**config.mk**
```make
export PLATFORM = sky130hd
export DESIGN_NAME = reset_sequencer
export DESIGN_NICKNAME = d
export VERILOG_FILES = /design/src/rtl/reset_seq_pkg.sv /design/src/rtl/sync_2ff.sv /design/src/rtl/reset_sequencer.sv
export SDC_FILE = /design/constraint.sdc
export NUM_CORES = 1
export LEC_CHECK = 0
export BUFFER_PORTS_ARGS = -buffer_cell sky130_fd_sc_hd__buf_2
export CAP_MARGIN = 10
export CORE_ASPECT_RATIO = 0.5
export CORE_MARGIN = 2
export CORE_UTILIZATION = 35
export DETAILED_ROUTE_END_ITERATION = 8
export PLACE_DENSITY = 0.58
export SLEW_MARGIN = 10
export SYNTH_ARGS = -nofsm -noshare
export SYNTH_HDL_FRONTEND = slang
export SYNTH_SLANG_ARGS = --single-unit
```
**constraint.sdc**
```tcl
create_clock -name clk -period 2.2 [get_ports clk]
set_input_delay 0.22 -clock clk [delete_from_list [all_inputs] [get_ports clk]]
set_output_delay 0.22 -clock clk [all_outputs]
set_load 0.03 [all_outputs]
```
**src/rtl/reset_seq_pkg.sv**
```systemverilog
// Shared types and default constants for the staged reset sequencer.
// State encoding, parameter defaults and the counter-width helper live here.
package reset_seq_pkg;

  localparam int DEF_N_STAGES    = 3;
  localparam int DEF_HOLD_CYCLES = 16;
  localparam int DEF_GAP_CYCLES  = 8;
  localparam int DEF_ACK_TIMEOUT = 255;

  typedef enum logic [2:0] {
    S_HOLD,
    S_WAIT_LOCK,
    S_RELEASE,
    S_WAIT_ACK,
    S_GAP,
    S_RUN,
    S_FAULT
  } seq_state_t;

  // One shared counter serves every timed state, so it is sized for the largest limit.
  function automatic int cnt_width(input int a, input int b, input int c);
    int m;
    m = a;
    if (b > m) m = b;
    if (c > m) m = c;
    return $clog2(m) + 1;
  endfunction

endpackage

```
**src/rtl/sync_2ff.sv**
```systemverilog
// Two-flop synchronizer with asynchronous clear.
// Brings the asynchronous PLL lock indication into the clk domain.
module sync_2ff (
  input  logic clk,
  input  logic arst_n,
  input  logic d,
  output logic q
);

  logic meta;

  always_ff @(posedge clk or negedge arst_n) begin
    if (!arst_n) begin
      meta <= 1'b0;
      q    <= 1'b0;
    end else begin
      meta <= d;
      q    <= meta;
    end
  end

endmodule

```
**src/rtl/reset_sequencer.sv**
```systemverilog
// Holds all reset domains, waits for PLL lock, then releases them one at a time
// in ascending order, waiting for each stage's ack and a gap before the next.
//
// state       | meaning
// ------------+--------------------------------------------------------
// S_HOLD      | all resets asserted, counting HOLD_CYCLES
// S_WAIT_LOCK | all resets asserted, waiting for synchronized lock
// S_RELEASE   | deassert reset of stage idx (single cycle)
// S_WAIT_ACK  | waiting for stage_ack[idx], bounded by ACK_TIMEOUT
// S_GAP       | idle GAP_CYCLES before the next stage is released
// S_RUN       | all stages released and acked, ready asserted
// S_FAULT     | ack timeout: flag error, reassert all, retry from HOLD
module reset_sequencer
  import reset_seq_pkg::*;
#(
  parameter int N_STAGES    = DEF_N_STAGES,
  parameter int HOLD_CYCLES = DEF_HOLD_CYCLES,
  parameter int GAP_CYCLES  = DEF_GAP_CYCLES,
  parameter int ACK_TIMEOUT = DEF_ACK_TIMEOUT
) (
  input  logic                clk,
  input  logic                arst_n,
  input  logic                pll_locked,
  input  logic                sw_rst_req,
  input  logic [N_STAGES-1:0] stage_ack,
  output logic [N_STAGES-1:0] rst_out_n,
  output logic                ready,
  output logic                error
);

  localparam int CNT_W = cnt_width(HOLD_CYCLES, GAP_CYCLES, ACK_TIMEOUT);
  localparam int IDX_W = (N_STAGES > 1) ? $clog2(N_STAGES) : 1;

  seq_state_t          state, state_nxt;
  logic [CNT_W-1:0]    cnt, cnt_nxt;
  logic [IDX_W-1:0]    idx, idx_nxt;
  logic [N_STAGES-1:0] rst_nxt;
  logic                ready_nxt, error_nxt;
  logic                lock_s, abort;

  sync_2ff u_lock_sync (
    .clk    (clk),
    .arst_n (arst_n),
    .d      (pll_locked),
    .q      (lock_s)
  );

  // Lock is only required once it has been seen, so losing it matters after WAIT_LOCK.
  assign abort = sw_rst_req ||
                 (!lock_s && (state != S_HOLD) && (state != S_WAIT_LOCK));

  always_ff @(posedge clk or negedge arst_n) begin
    if (!arst_n) begin
      state     <= S_HOLD;
      cnt       <= '0;
      idx       <= '0;
      rst_out_n <= '0;
      ready     <= 1'b0;
      error     <= 1'b0;
    end else begin
      state     <= state_nxt;
      cnt       <= cnt_nxt;
      idx       <= idx_nxt;
      rst_out_n <= rst_nxt;
      ready     <= ready_nxt;
      error     <= error_nxt;
    end
  end

  always_comb begin
    state_nxt = state;
    cnt_nxt   = cnt;
    idx_nxt   = idx;
    rst_nxt   = rst_out_n;
    error_nxt = error;
    if (abort) begin
      state_nxt = S_HOLD;
      cnt_nxt   = '0;
      idx_nxt   = '0;
      rst_nxt   = '0;
    end else begin
      case (state)
        S_HOLD: begin
          rst_nxt = '0;
          if (cnt == CNT_W'(HOLD_CYCLES - 1)) begin
            state_nxt = S_WAIT_LOCK;
            cnt_nxt   = '0;
          end else begin
            cnt_nxt = cnt + CNT_W'(1);
          end
        end
        S_WAIT_LOCK: begin
          if (lock_s) begin
            state_nxt = S_RELEASE;
            idx_nxt   = '0;
          end
        end
        S_RELEASE: begin
          rst_nxt[idx] = 1'b1;
          cnt_nxt      = '0;
          state_nxt    = S_WAIT_ACK;
        end
        S_WAIT_ACK: begin
          // Timeout outranks an ack arriving on the same cycle.
          if (cnt == CNT_W'(ACK_TIMEOUT - 1)) begin
            state_nxt = S_FAULT;
            cnt_nxt   = '0;
            rst_nxt   = '0;
            error_nxt = 1'b1;
          end else if (stage_ack[idx]) begin
            cnt_nxt   = '0;
            state_nxt = (idx == IDX_W'(N_STAGES - 1)) ? S_RUN : S_GAP;
          end else begin
            cnt_nxt = cnt + CNT_W'(1);
          end
        end
        S_GAP: begin
          if (cnt == CNT_W'(GAP_CYCLES - 1)) begin
            state_nxt = S_RELEASE;
            idx_nxt   = idx + IDX_W'(1);
            cnt_nxt   = '0;
          end else begin
            cnt_nxt = cnt + CNT_W'(1);
          end
        end
        S_RUN: begin
          rst_nxt = '1;
        end
        S_FAULT: begin
          rst_nxt   = '0;
          cnt_nxt   = '0;
          idx_nxt   = '0;
          state_nxt = S_HOLD;
        end
        default: begin
          state_nxt = S_HOLD;
          cnt_nxt   = '0;
          idx_nxt   = '0;
          rst_nxt   = '0;
        end
      endcase
    end
  end

  // ready follows RUN by one cycle and drops on the edge that leaves RUN.
  assign ready_nxt = (state == S_RUN) && (state_nxt == S_RUN);

endmodule

```
==> flow_metrics.env <==
export IMPL_fin_ws_ps=167
export IMPL_rsz0062_at_grt="no"
export IMPL_netlist_top_cells_area="dfrtp_1, ha_1, nand2_1, o21a_1, xnor2_1"
export IMPL_hpwl_um=1960
export IMPL_diodes=0
export IMPL_synth_cells=142
export IMPL_drive_gt1_share_pct=14.4
export IMPL_worstMarginPinSlew_ps=488
export IMPL_cp_start_kind="flop"
export IMPL_final_common_cell="dfrtp_1"
export IMPL_fmax_mhz=492
export IMPL_antenna_found_initial=0
export IMPL_fin_crit_ps=2030
export IMPL_clock_sinks=21
export IMPL_grt_max_degree=22
export IMPL_syn_nets=154
export IMPL_relSlewSlack_pct=67.5
export IMPL_switching_share_pct=24.0
export IMPL_routedWlPerCell_um=13.5
export IMPL_drtIter0Drc=29
export IMPL_core_area_mm2=0.00347
export IMPL_clk_path_buf_depth=2
export IMPL_overflow=0
export IMPL_ir_drop_mv=0.205
export IMPL_fill_cells=345
export IMPL_final_net_count=166
export IMPL_vias_per_cell=5.20
export IMPL_synthFlopType="dfrtp_1"
export IMPL_clockRootBuffer="clkbuf_8"
export IMPL_avgSynthCellArea_um2=9.06
export IMPL_rows=15
export IMPL_die_y_um=46.9
export IMPL_grt_pass1_wl_um=4620
export IMPL_p_clk_share_pct=37.1
export IMPL_setup_viol=0
export IMPL_place_gp_congestion=0.842
export IMPL_fin_cells=204
export IMPL_grt_pass1_vias=992
export IMPL_cts_resized=0
export IMPL_tns_ps=0
export IMPL_maxCapViolations=0
export IMPL_cp_max_fo=9
export IMPL_wl_um=2740
export IMPL_cts_tree="done"
export IMPL_async_flop_share_pct=100
export IMPL_p_seq_share_pct=56.6
export IMPL_yosysWarnings=0
export IMPL_p_sw_mw=0.169
export IMPL_yosysTopAreaCellShare_pct=40.9
export IMPL_final_cell_mix="dfrtp_1, nand2_1, buf_2"
export IMPL_cts_setup_buffers=0
export IMPL_arrival_ps=2170
export IMPL_p_int_mw=0.535
export IMPL_grt_usage_pct=14.1
export IMPL_p_total_mw=0.705
export IMPL_hp_class="input pin to flop"
export IMPL_critical_path_required_ps=2340
export IMPL_die_area_mm2=0.00421
export IMPL_syn_area_mm2=0.00129
export IMPL_holdWs_ps=60.5
export IMPL_synth_distinct_cells=43
export IMPL_cts_buffers=3
export IMPL_p_leak_nw=0.589
export IMPL_p_per_area_mw_per_mm2=487
export IMPL_comb_power_share_pct=6.3
export IMPL_post_route_period_util_pct=92.4
export IMPL_synth_seq_cells=21
export IMPL_hold_violations=0
export IMPL_synth_seq_area_share_pct=40.9
export IMPL_drtAntennaViolNets=0
export IMPL_dr_pass1_iters=4
export IMPL_start_util_pct=37.0
export IMPL_maxSlewViolCount=0
export IMPL_die_w_um=89.7
export IMPL_preCtsSetupSlack_ps=185
export IMPL_post_place_cells=199
export IMPL_syn_to_final_growth_pct=12.5
export IMPL_cts_clk_slew_worst_paths_ps=70
export IMPL_synth_edf_count=0
export IMPL_htreeDepth=1
export IMPL_drc=0
export IMPL_status="finished, final reports clean"
export IMPL_insertion_delay_ps=270
export IMPL_worst_clock_skew_ps=8.51
export IMPL_critPathKind="flop to flop"
export IMPL_worst_setup_path_end_kind="flop"
export IMPL_numPortBuffers=11
export IMPL_pin_count=12
export IMPL_num_vias=1061
export IMPL_ctsHoldBuffers=1
export IMPL_synth_largest_area_cell="dfrtp_1"
-- final timing paths --
path                             startpoint               end  slack [ps]  cells past startpoint
min                              pll_locked  u_lock_sync.meta          60                      1
max in group asynchronous            arst_n  u_lock_sync.meta        1420                      2
max reg2reg                          cnt[0]            cnt[2]         170                      6
min in group asynchronous            arst_n            cnt[4]         440                      2
max                                  cnt[0]            cnt[2]         170                      6
min reg2reg                u_lock_sync.meta     u_lock_sync.q         340                      0
-- cells in the mapped netlist (2+ instances only) --
| cell | instances |
|---|---|
| o21a_1 | 6 |
| a21oi_1 | 8 |
| a211oi_1 | 2 |
| and4_1 | 2 |
| clkbuf_1 | 5 |
| o21ai_1 | 2 |
| nand4_1 | 2 |
| dfrtp_1 | 21 |
| nand3_1 | 5 |
| a221oi_1 | 2 |
| nor4_1 | 5 |
| nand2_1 | 15 |
| nor2_1 | 9 |
| nor3_1 | 3 |
| o21ai_0 | 4 |
| ha_1 | 5 |
| buf_2 | 3 |
| xnor2_1 | 5 |
| o211ai_1 | 3 |
| inv_1 | 9 |
| mux2i_1 | 3 |
| nor3b_1 | 2 |
-- final cells by class --
type                            count  area (um2)  area share [%]
Tap cell                           51        63.8            4.41
Clock buffer                        3        41.3            2.85
Clock inverter                      1        5.00           0.346
Timing Repair Buffer               16        95.1            6.57
Sequential cell                    21         526            36.3
Inverter                           10        37.5            2.60
Multi-Input combinational cell    102         678            46.9
-- layer usage --
metal | track usage, % | vias to the layer above | share of wire, %
met1 | 18.3 | 486 | 52
met3 | 3.53 | 6 | 5.0
met5 | 0 | - | 0
met4 | 6.15 | 0 | 1.5
li1 | - | 532 | -
met2 | 23.6 | 37 | 42
-- cells by family after synthesis --
family,count (synthesis),synth area share (%)
adder cells (fa/ha/maj),5,4.86
AND/OR/NAND/NOR,51,20.9
XOR/XNOR,6,4.09
flip-flops,21,40.9
multiplexers,3,2.33
buffers and inverters,19,6.42
AO/OA/AOI/OAI,37,20.5
-- registers in the layout, indices dropped and copies added (netlist names) --
| register | count |
|---|---|
| ready | 1 |
| error | 1 |
| state | 3 |
| idx | 2 |
| u_lock_sync.q | 1 |
| cnt | 9 |
| rst_out_n | 3 |
| u_lock_sync.meta | 1 |
-- critical path, stage by stage (launching register included) --
cell	delay, ps
dfrtp_1	440
inv_1	80
ha_1	130
or4b_1	570
a32o_1	360
nand2b_2	210
o311ai_1	120
-- stage by stage --
step	area, um2	util (%)
detailed placement	1390	40.0
CTS	1450	41.7
global placement	1390	40.0
floorplan	1290	-
global route	1450	41.7
finish	1450	41.7
-- power groups by stage --
stage / clock network (mW) / registers (mW) / logic [mW]
2_1_floorplan: 0 / 0.404 / 0.0241
3_3_place_gp: 0 / 0.406 / 0.0430
3_5_place_dp: 0 / 0.406 / 0.0433
4_1_cts: 0.270 / 0.399 / 0.0451
5_1_grt: 0.286 / 0.400 / 0.0503
6_report: 0.262 / 0.399 / 0.0441
Power figures use the tool's default switching activity.
